**config.mk**
```make
export PLATFORM = sky130hd
export DESIGN_NAME = activation_unit
export DESIGN_NICKNAME = d
export VERILOG_FILES = /design/src/rtl/act_pkg.sv /design/src/rtl/act_lane.sv /design/src/rtl/activation_unit.sv
export SDC_FILE = /design/constraint.sdc
export NUM_CORES = 1
export LEC_CHECK = 0
export BUFFER_PORTS_ARGS = -buffer_cell sky130_fd_sc_hd__buf_4
export CORE_ASPECT_RATIO = 0.75
export CORE_MARGIN = 5
export CORE_UTILIZATION = 60
export CTS_CLUSTER_SIZE = 14
export DETAILED_ROUTE_END_ITERATION = 7
export PLACE_DENSITY = 0.76
export REMOVE_ABC_BUFFERS = 1
export SLEW_MARGIN = 20
export SYNTH_ARGS = -nofsm -noshare
export SYNTH_HDL_FRONTEND = slang
export SYNTH_HIERARCHICAL = 1
export SYNTH_SLANG_ARGS = --single-unit
```
**constraint.sdc**
```tcl
create_clock -name clk -period 6.95 [get_ports clk]
set_clock_uncertainty 0.1 [all_clocks]
set_input_delay 0.3475 -clock clk [delete_from_list [all_inputs] [get_ports clk]]
set_output_delay 0.3475 -clock clk [all_outputs]
set_load 0.1 [all_outputs]
```
**src/rtl/act_pkg.sv**
```systemverilog
// Shared types and constants for the activation unit: FSM states, lane widths
// and the int8 saturation bounds.
package act_pkg;

  localparam int LANES          = 8;
  localparam int ACC_W          = 16;
  localparam int OUT_W          = 8;
  localparam int SHIFT_W        = 4;
  localparam int DATA_W         = 64;
  localparam int LANES_PER_BEAT = DATA_W / ACC_W;
  localparam int ROW_W          = 8;

  localparam int INT8_MAX = 127;
  localparam int INT8_MIN = -128;

  typedef enum logic [1:0] {
    IDLE,
    LO,
    HI,
    DONE
  } state_t;

endpackage

```
**src/rtl/act_lane.sv**
```systemverilog
// One output lane: rounding arithmetic right shift, optional ReLU, and
// saturation of a signed 16-bit partial sum down to int8.
module act_lane
  import act_pkg::*;
(
  input  logic [ACC_W-1:0]   x,
  input  logic [SHIFT_W-1:0] shift,
  input  logic               relu_en,
  output logic [OUT_W-1:0]   y
);

  localparam logic signed [ACC_W:0] SAT_MAX = (ACC_W+1)'(INT8_MAX);
  localparam logic signed [ACC_W:0] SAT_MIN = (ACC_W+1)'(INT8_MIN);

  logic signed [ACC_W:0] ext;
  logic signed [ACC_W:0] bias;
  logic signed [ACC_W:0] rounded;
  logic signed [ACC_W:0] scaled;

  // The extra bit keeps x + 2^(s-1) from overflowing even for 0x7FFF at s=15.
  always_comb begin
    ext  = $signed({x[ACC_W-1], x});
    bias = '0;
    if (shift != '0) begin
      bias = (ACC_W+1)'(1) <<< (shift - SHIFT_W'(1));
    end
    rounded = ext + bias;
    scaled  = rounded >>> shift;

    y = scaled[OUT_W-1:0];
    if (relu_en && scaled[ACC_W]) begin
      y = '0;
    end else if (scaled > SAT_MAX) begin
      y = SAT_MAX[OUT_W-1:0];
    end else if (scaled < SAT_MIN) begin
      y = SAT_MIN[OUT_W-1:0];
    end
  end

endmodule

```
**src/rtl/activation_unit.sv**
```systemverilog
// Collects two 64-bit partial-sum beats per row from the systolic array,
// requantises the eight lanes to int8 and presents one packed row per pulse.
module activation_unit
  import act_pkg::*;
(
  input  logic               clk,
  input  logic               n_rst,
  input  logic               start_array,
  input  logic [ROW_W-1:0]   num_input,
  input  logic               relu_en,
  input  logic [SHIFT_W-1:0] shift,
  input  logic               array_valid,
  input  logic [DATA_W-1:0]  array_data,
  output logic [DATA_W-1:0]  activations,
  output logic               activation_ready,
  output logic               activated,
  output logic               act_err
);

  state_t state;
  state_t next_state;

  logic [ROW_W-1:0]         rows;
  logic [DATA_W-1:0]        lo_beat;
  logic                     relu_q;
  logic [SHIFT_W-1:0]       shift_q;
  logic [LANES*ACC_W-1:0]   row_data;
  logic [LANES*OUT_W-1:0]   packed_row;
  logic                     start_ok;
  logic                     lo_beat_en;
  logic                     hi_beat_en;
  logic                     proto_err;

  assign start_ok   = start_array && (state == IDLE);
  assign lo_beat_en = array_valid && (state == LO);
  assign hi_beat_en = array_valid && (state == HI);
  assign proto_err  = (start_array && (state != IDLE)) ||
                      (array_valid && ((state == IDLE) || (state == DONE)));

  // Upper lanes come straight from the HI beat so the row registers in one cycle.
  assign row_data = {array_data, lo_beat};

  for (genvar g = 0; g < LANES; g++) begin : g_lane
    act_lane u_lane (
      .x       (row_data[g*ACC_W +: ACC_W]),
      .shift   (shift_q),
      .relu_en (relu_q),
      .y       (packed_row[g*OUT_W +: OUT_W])
    );
  end

  always_ff @(posedge clk or negedge n_rst) begin
    if (!n_rst) begin
      state <= IDLE;
    end else begin
      state <= next_state;
    end
  end

  always_comb begin
    next_state = state;
    case (state)
      IDLE: begin
        if (start_array) begin
          next_state = (num_input != '0) ? LO : DONE;
        end
      end
      LO: begin
        if (array_valid) begin
          next_state = HI;
        end
      end
      HI: begin
        if (array_valid) begin
          next_state = (rows == ROW_W'(1)) ? DONE : LO;
        end
      end
      DONE:    next_state = IDLE;
      default: next_state = IDLE;
    endcase
  end

  // activated is registered off DONE so it always trails the last row by a cycle.
  always_ff @(posedge clk or negedge n_rst) begin
    if (!n_rst) begin
      rows             <= '0;
      lo_beat          <= '0;
      relu_q           <= 1'b0;
      shift_q          <= '0;
      activations      <= '0;
      activation_ready <= 1'b0;
      activated        <= 1'b0;
      act_err          <= 1'b0;
    end else begin
      activation_ready <= hi_beat_en;
      activated        <= (state == DONE);
      if (start_ok) begin
        rows    <= num_input;
        relu_q  <= relu_en;
        shift_q <= shift;
      end
      if (lo_beat_en) begin
        lo_beat <= array_data;
      end
      if (hi_beat_en) begin
        activations <= packed_row;
        rows        <= rows - ROW_W'(1);
      end
      if (proto_err) begin
        act_err <= 1'b1;
      end else if (start_ok) begin
        act_err <= 1'b0;
      end
    end
  end

endmodule

```
Yosys cells after proc, flatten, opt, wreduce, memory -nomap -nowiden:

Index checks and enable logic that the tools add are counted.

* flip-flop bits (word level): 146
* output and inout bits: 67
* input bits: 81
* word-level logic and storage cells: 108

* equality and inequality tests: 7
* shift operators: 9
* add/subtract/negate cells: 10
* order comparisons: 16
* muxes and demuxes: 35
* reductions and logical operators: 22

Operators by type and width (count)
* $mux 8: 26
* $add 16x17->17: 8
* $gt 17x8->1 const B: 8
* $lt 17x8->1 const B: 8
* $sshr 17x4->17: 8
* $mux 17: 1
* $sshl 2x4->17 const A: 1
* $logic_and 1x1->1: 13
* $mux 2: 5
* $eq 8x1->1 const B: 1
* $pmux 2 s4: 1
* $reduce_bool 8->1: 1
* $sub 8x1->8 const B: 1
* $ne 2x2->1 const B: 3
* $reduce_bool 2->1: 3
* $eq 2x2->1 const B: 2
* $reduce_bool 4->1: 1
* $sub 4x1->4 const B: 1
* $reduce_and 3->1: 1
* $eq 2x1->1 const B: 1
* $logic_not 2->1: 1
* $logic_or 1x1->1: 2
* $mux 1: 2

Longest topological paths before layout:

Gate-level depths: netlist (run 1).

* depth after elaboration: 9
* mapped depth: 20
* gate-level depth less buffers: 17

Modules after synthesis:

The synthesis (run 1) kept the hierarchy.

By module, submodules not included
* act_lane at g_lane[0].u_lane ...: instances 6, area each 2304.7 um^2, cells an instance 318
* activation_unit: instances 1, area each 5686.7 um^2, cells an instance 499
* act_lane at g_lane[7].u_lane: instances 1, area each 1934.4 um^2, cells an instance 266
* act_lane at g_lane[2].u_lane: instances 1, area each 1850.5 um^2, cells an instance 259

Worst setup path before layout (run 1):

No wires, ideal clock.

* path type: flip-flop to flip-flop
* start: register shift_q[3]
* end: register activations[11]
* arrival: 4.815 ns
* path slack: 1.915 ns
* library setup time: 0.120 ns
* cell stages (with the launch flop): 18
* buffers on the path: 2
* cells stage by stage: dfrtp_1 -> buf_1 -> clkbuf_1 -> nand2b_1 -> nor3_1 -> ha_1 -> fa_1 -> a211oi_2 -> o21ai_1 -> a2111oi_2 -> nor3_1 -> a211o_1 -> a221o_1 -> o31a_2 -> o41ai_4 -> o311ai_1 -> nand2_1 -> nand2_1

* longest elaborated chain between the ends: 9

RTL lines
* start, declared: RTL line activation_unit.sv:26 `logic [SHIFT_W-1:0] shift_q;`
* start signal, assigned: RTL line activation_unit.sv:100 `shift_q <= shift;`
* $sub 4x1->4: RTL line act_lane.sv:25 `bias = (ACC_W+1)'(1) <<< (shift - SHIFT_W'(1));`
* $sshl 2x4->17: RTL line act_lane.sv:25
* $mux 17: RTL line act_lane.sv:24 `if (shift != '0) begin`
* $add 16x17->17: RTL line act_lane.sv:27 `rounded = ext + bias;`
* $sshr 17x4->17 (*): RTL line act_lane.sv:28 `scaled = rounded >>> shift;`
* $lt 17x8->1: RTL line act_lane.sv:35 `end else if (scaled < SAT_MIN) begin`
* $mux 8: RTL line act_lane.sv:35
* $mux 8: RTL line act_lane.sv:33 `end else if (scaled > SAT_MAX) begin`
* $mux 8 (*): RTL line act_lane.sv:31 `if (relu_en && scaled[ACC_W]) begin`
* named net packed_row[11]: RTL line activation_unit.sv:28 `logic [LANES*OUT_W-1:0] packed_row;`
* end signal, assigned: RTL line activation_unit.sv:106 `activations <= packed_row;`
* end, declared: RTL line activation_unit.sv:14 `output logic [DATA_W-1:0] activations,`

The timed path passes the listed nets; every way through them passes the cells marked *.
A chain may end at the register's enable or synchronous reset.

Worst setup path in the final report (run 1):

* start: register shift_q[1]
* end: register activations[61]

Same word-level chain as after synthesis.

==> out/qor.csv, run 1 <==
metric;value;unit
Async SR Flop Fraction;100;%
Die X;238;um
Worst Tran Pin Value;0.902;ns
Top-Level Pins;148;
final wirelength;75200;um
setup repair bufs after CTS;0;
drt first-iter violations;3447;
RD Place Congestion;0.975;
final period utilization;83.6;%
Syn Area/Cell;7.95;sq um
CTS buffer count;17;
RSZ-0062 raised after global routing;false;
Vert. Die Dim;181;um
Final Hold Violating Endpoints;0;
Initial Util;60.8;%
worst r2r dst;activations[61]$_DFFE_PN0P_;
clock slew at reported path FFs;0.07;ns
IO buf count;147;
worst r2r src;shift_q[1]$_DFFE_PN0P_;
hold depth;3;
cell area after layout;25000;sq um
most frequent cell after synthesis;nand2_1;
Worst Hold Launch;num_input[6];
R2R depth;17;
Post-DP HPWL;56100;um
CP startpoint;shift_q[1]$_DFFE_PN0P_;
Setup CP Type;reg2reg;
post-synth top area cell;dfrtp_1;
H-tree levels;4;
arrival time at the worst endpoint;6.06;ns
Sink Count;146;
Synth-to-Final Area Change;7.16;%
drt pass-1 iters;7;
layout cells sized above 1;17.9;%
pin count of the biggest net entering global routing;78;
setup violators final;0;
register area share after synthesis;15.7;%
fmax;172;MHz
vias in the first global route;22500;
Max Fanout on Critical Path;63;
Root Driver;clkbuf_16;
post-route insts no fill;3451;
grt ovf;0;
routed via count;24200;
Yosys top cell area share;15.7;%
Yosys warning count;6;
dominant synthesized flop cell;dfrtp_1;
Core ar.;38300;sq um
worst skew pair latency;0.46;ns
Crit. End Element;flip-flop;
post-synth cell types;111;
CP Launch Type;flip-flop;
crit path time final;5.81;ns
die area;42900;sq um
routed vias/inst;7.02;
Routed Antenna Nets;0;
Synth Register Bits;146;
first-pass GRT wire length;121000;um
num rows;62;
initial antenna violation count;1;
WHS Endpoint;rows[6]$_DFFE_PN0P_;
post-synthesis cell count;2932;
CTS tree;done;
number of flops mapped to enable cells by yosys;0;
max-capacitance violation count;0;
pre-CTS setup slack;1.36;ns
# placed instances;3415;
Hold Crit Class;in2reg;
synth top area cells;dfrtp_1 (16%), ha_1 (7.2%), nand2_1 (7.1%), mux4_2 (6.2%), mux2_2 (4.6%);
fin. max-slew vios;0;
status;complete, no violations;
Setup TNS;0;ns
Placed Area;24300;sq um
Total GRT Usage;33.7;%
most instantiated cells after synthesis;nand2_1 (441), nor2_1 (250), a21oi_1 (191);
DRC errors left;0;
R2R Setup Slk;1.14;ns
CP required;7.20;ns
Clock Tree Buf Depth;2;
setup ws final;1.14;ns
Final #Nets;3149;
Filler cells;3228;
Slew headroom;39.9;%
cell area after synthesis;23300;sq um
post-DR wirelength/cell;21.8;um
[kinds of logic (layout without fill, tap and decap cells)]
kind of cell | Yosys count | count (layout) | share of synthesized area (%)
and+or+nand+nor | 1182 | 1182 | 23.9
AOI/OAI and AO/OA | 887 | 887 | 30.4
buffers and inverters | 264 | 270 | 5.21
muxes | 212 | 212 | 13.2
DFF | 146 | 146 | 15.7
adders and majority gates | 143 | 143 | 7.94
xor gates and xnor gates | 90 | 90 | 3.56
other | 8 | 9 | 0.129
[per-stage QoR]
stage / hold slack (ns) / util, %
6_report: 0.0268 / 65.2
5_1_grt: 0.0140 / 65.2
4_1_cts: 0.00638 / 65.1
3_5_place_dp: 0.322 / 63.5
3_3_place_gp: 0.306 / 63.5
2_1_floorplan: -0.0481 / -
[how the worst max path moves through the flow]
stage                                             end  slack [ns]  depth (start not counted)
after floorplan           activations[62]$_DFFE_PN0P_       -3.81                         16
after global placement    activations[41]$_DFFE_PN0P_        1.48                         15
after detailed placement  activations[60]$_DFFE_PN0P_        1.36                         17
after CTS                 activations[60]$_DFFE_PN0P_        1.33                         17
after global routing      activations[62]$_DFFE_PN0P_        0.81                         16
final                     activations[61]$_DFFE_PN0P_        1.14                         17
[metal layers]
metal  share of wire, %  vias to the layer above  track usage [%]  wire, um
met2                 43                     1401             49.7     32200
met3                 10                      176             6.26      7500
met1                 45                    11500             50.4     33600
met5                  0                        -                0         0
met4                2.6                        0             9.49      1960
li1                   -                    11100                -         -
[placed cells by master (no fill, tap or decap), types with 49 or more instances in the layout]
cell type	instances
a211oi_1	49
a21o_1	61
a21oi_1	191
and2_1	51
buf_4	166
dfrtp_1	142
ha_1	135
inv_1	59
mux2_2	96
mux2i_1	49
mux4_2	64
nand2_1	439
nand3_1	79
nor2_1	250
nor3_1	125
o21ai_0	72
xnor2_1	51
[cell type report]
cell class                 instances  area, sq um  area share (%)
timing repair buffer             175         1380            5.52
clock buffer                      20          447            1.79
antenna                            1         2.50          0.0100
clock inverter                    12          158           0.631
multi-input combinational       2522        18400            73.8
sequential                       146         3670            14.7
inverter                          63          236           0.947
tap                              512          641            2.57
[state kept, by name, summed over array words and instances, names as in the netlist]
name	flops
act_err	1
state	2
rows	8
lo_beat	64
shift_q	4
activations	64
activated	1
relu_q	1
activation_ready	1
[critical path, stage by stage, from the launching register on]
cell	delay [ns]
dfrtp_4	0.99
inv_1	0.43
nand2_1	0.33
nor2_1	0.10
ha_1	0.24
fa_1	0.45
a211oi_2	0.28
o211ai_2	0.21
and3_1	0.24
a31o_2	0.27
xnor2_2	0.61
mux2i_1	0.22
o32ai_1	0.19
nand4_1	0.20
o41ai_4	0.55
a21oi_1	0.12
nand2_1	0.09
nand2_1	0.05
[timing repair]
item | in CTS | in global routing
setup endpoints to repair | 0 | 0
gates resized for setup | 0 | 0
hold endpoints to repair | 74 | 0
hold buffers | 3 | 0
Power of run 1 is not shown: default switching activity piles up to over one toggle a cycle in this logic, so the estimate is an artifact.
==> run 2: changes to the inputs <==
Clock period 6.95 ns to 5.9 ns, I/O delays scaled along.
==> out/qor.csv, run 2 (same netlist as run 1, synthesis figures left out) <==
metric;value;unit
status;complete, no violations;
clock slew at reported path FFs;0.06;ns
Filler cells;3259;
Root Driver;clkbuf_16;
layout cells sized above 1;18.3;%
Top-Level Pins;148;
R2R Setup Slk;0.45;ns
Sink Count;146;
Worst path top cell family by delay;compound AO/OA/AOI/OAI gates;
crit path time final;5.45;ns
Core ar.;38300;sq um
grt ovf;0;
leading cell types in the layout, fill and taps excluded;nand2_1 (439), nor2_1 (250), buf_4 (192);
DRC errors left;0;
vias in the first global route;23300;
setup violators final;0;
antenna cells;0;
max-capacitance violation count;0;
fin. max-slew vios;0;
worst r2r src;shift_q[0]$_DFFE_PN0P_;
final wirelength;76500;um
routed via count;24800;
setup repair bufs after CTS;0;
worst skew pair latency;0.46;ns
pre-CTS setup slack;0.617;ns
CP max stage delay;0.80;ns
Setup TNS;0;ns
Post-DP HPWL;56700;um
Setup CP Type;reg2reg;
commonest non-fill, non-tap cell in the layout;nand2_1;
hold depth;2;
pin count of the biggest net entering global routing;82;
drt pass-1 iters;5;
RSZ-0062 raised after global routing;false;
Initial Util;60.8;%
routed vias/inst;7.04;
met2 Use GR;52.1;%
arrival time at the worst endpoint;5.70;ns
Die X;238;um
most used cell, CP;nand2_1;
crit path cell chain;inv_1, nand2_1, nor2_1, ha_1, a21o_1, o21bai_1, a311oi_1, and3b_1, nor2_1, mux4_2, mux4_2, a21oi_1, a211oi_1, nand2_1, nand2_1;
Routed Antenna Nets;0;
setup ws final;0.447;ns
H-tree levels;4;
Final Hold Violating Endpoints;0;
CTS tree;done;
Crit. End Element;flip-flop;
busiest layer in global routing;met2;
Max Fanout on Critical Path;40;
CP Launch Type;flip-flop;
fmax;183;MHz
worst r2r dst;activations[33]$_DFFE_PN0P_;
post-DR wirelength/cell;21.7;um
Slew headroom;40.1;%
num rows;62;
final period utilization;92.4;%
Clock Tree Buf Depth;2;
drt first-iter violations;3159;
Worst Hold Launch;array_data[24];
Final #Nets;3225;
R2R depth;15;
# placed instances;3438;
WHS;0.0228;ns
worst path bufs/invs;1;
initial antenna violation count;3;
M1 GR Usage;50.0;%
Vert. Die Dim;181;um
IO buf count;147;
die area;42900;sq um
CP required;6.15;ns
Synth-to-Final Area Change;10.1;%
Total GRT Usage;34.4;%
first-pass GRT wire length;124000;um
leading registers by flop count;activations: 64 flops, lo_beat: 64 flops, rows: 8 flops;
Hold Crit Class;in2reg;
slowest cell on the critical path;dfrtp_4;
RD Place Congestion;0.983;
met3 Use GR;6.50;%
Worst Tran Pin Value;0.898;ns
WHS Endpoint;lo_beat[24]$_DFFE_PN0P_;
post-route insts no fill;3526;
CTS buffer count;17;
==> run 2: metal layers <==
layer,vias to the layer above,share of wire [%]
met1,11800,43
met5,-,0.035
met2,1521,44
met3,194,10
li1,11300,-
met4,4,2.8
==> run 2: worst max path at each step <==
stage / startpoint / to / slack (ns) / depth (start not counted)
finish: shift_q[0]$_DFFE_PN0P_ / activations[33]$_DFFE_PN0P_ / 0.45 / 15
global route: shift_q[0]$_DFFE_PN0P_ / activations[33]$_DFFE_PN0P_ / 0.16 / 15
CTS: shift_q[0]$_DFFE_PN0P_ / activations[33]$_DFFE_PN0P_ / 0.61 / 15
detailed placement: shift_q[0]$_DFFE_PN0P_ / activations[33]$_DFFE_PN0P_ / 0.62 / 15
global placement: shift_q[1]$_DFFE_PN0P_ / activations[45]$_DFFE_PN0P_ / 0.71 / 16
floorplan: shift_q[0]$_DFFE_PN0P_ / activations[62]$_DFFE_PN0P_ / -4.86 / 16
==> run 2: layout make-up <==
| cell class | count | area, sq um | share of cell area [%] |
|---|---|---|---|
| Inverter | 63 | 236 | 0.922 |
| Clock inverter | 14 | 178 | 0.693 |
| Clock buffer | 18 | 439 | 1.71 |
| Sequential cell | 146 | 3670 | 14.3 |
| Timing Repair Buffer | 251 | 2050 | 8.00 |
| Multi-Input combinational cell | 2522 | 18400 | 71.9 |
| Tap cell | 512 | 641 | 2.50 |
==> run 2: timing repair <==
| action | CTS | global route |
|---|---|---|
| resized for setup | 0 | 0 |
| hold buffers | 56 | 0 |
| hold endpoints to repair | 135 | 0 |
==> run 2: metrics by stage <==
stage / utilization, % / cell area (sq um)
after floorplan: - / 22300
after global routing: 66.9 / 25700
after global placement: 63.9 / 24500
after detailed placement: 63.9 / 24500
after CTS: 66.9 / 25700
final: 66.9 / 25700
==> run 2: worst register-to-register path: cells and delay by family (launching register included) <==
kind                     cells  cell delay, ns
AO/OA/AOI/OAI                5            1.22
adder cells (fa/ha/maj)      1            0.49
buffers and inverters        1            0.49
flip-flops                   1            0.80
multiplexers                 2            1.09
AND/OR/NAND/NOR              6            1.16
Power of run 2 is left out for the same reason.
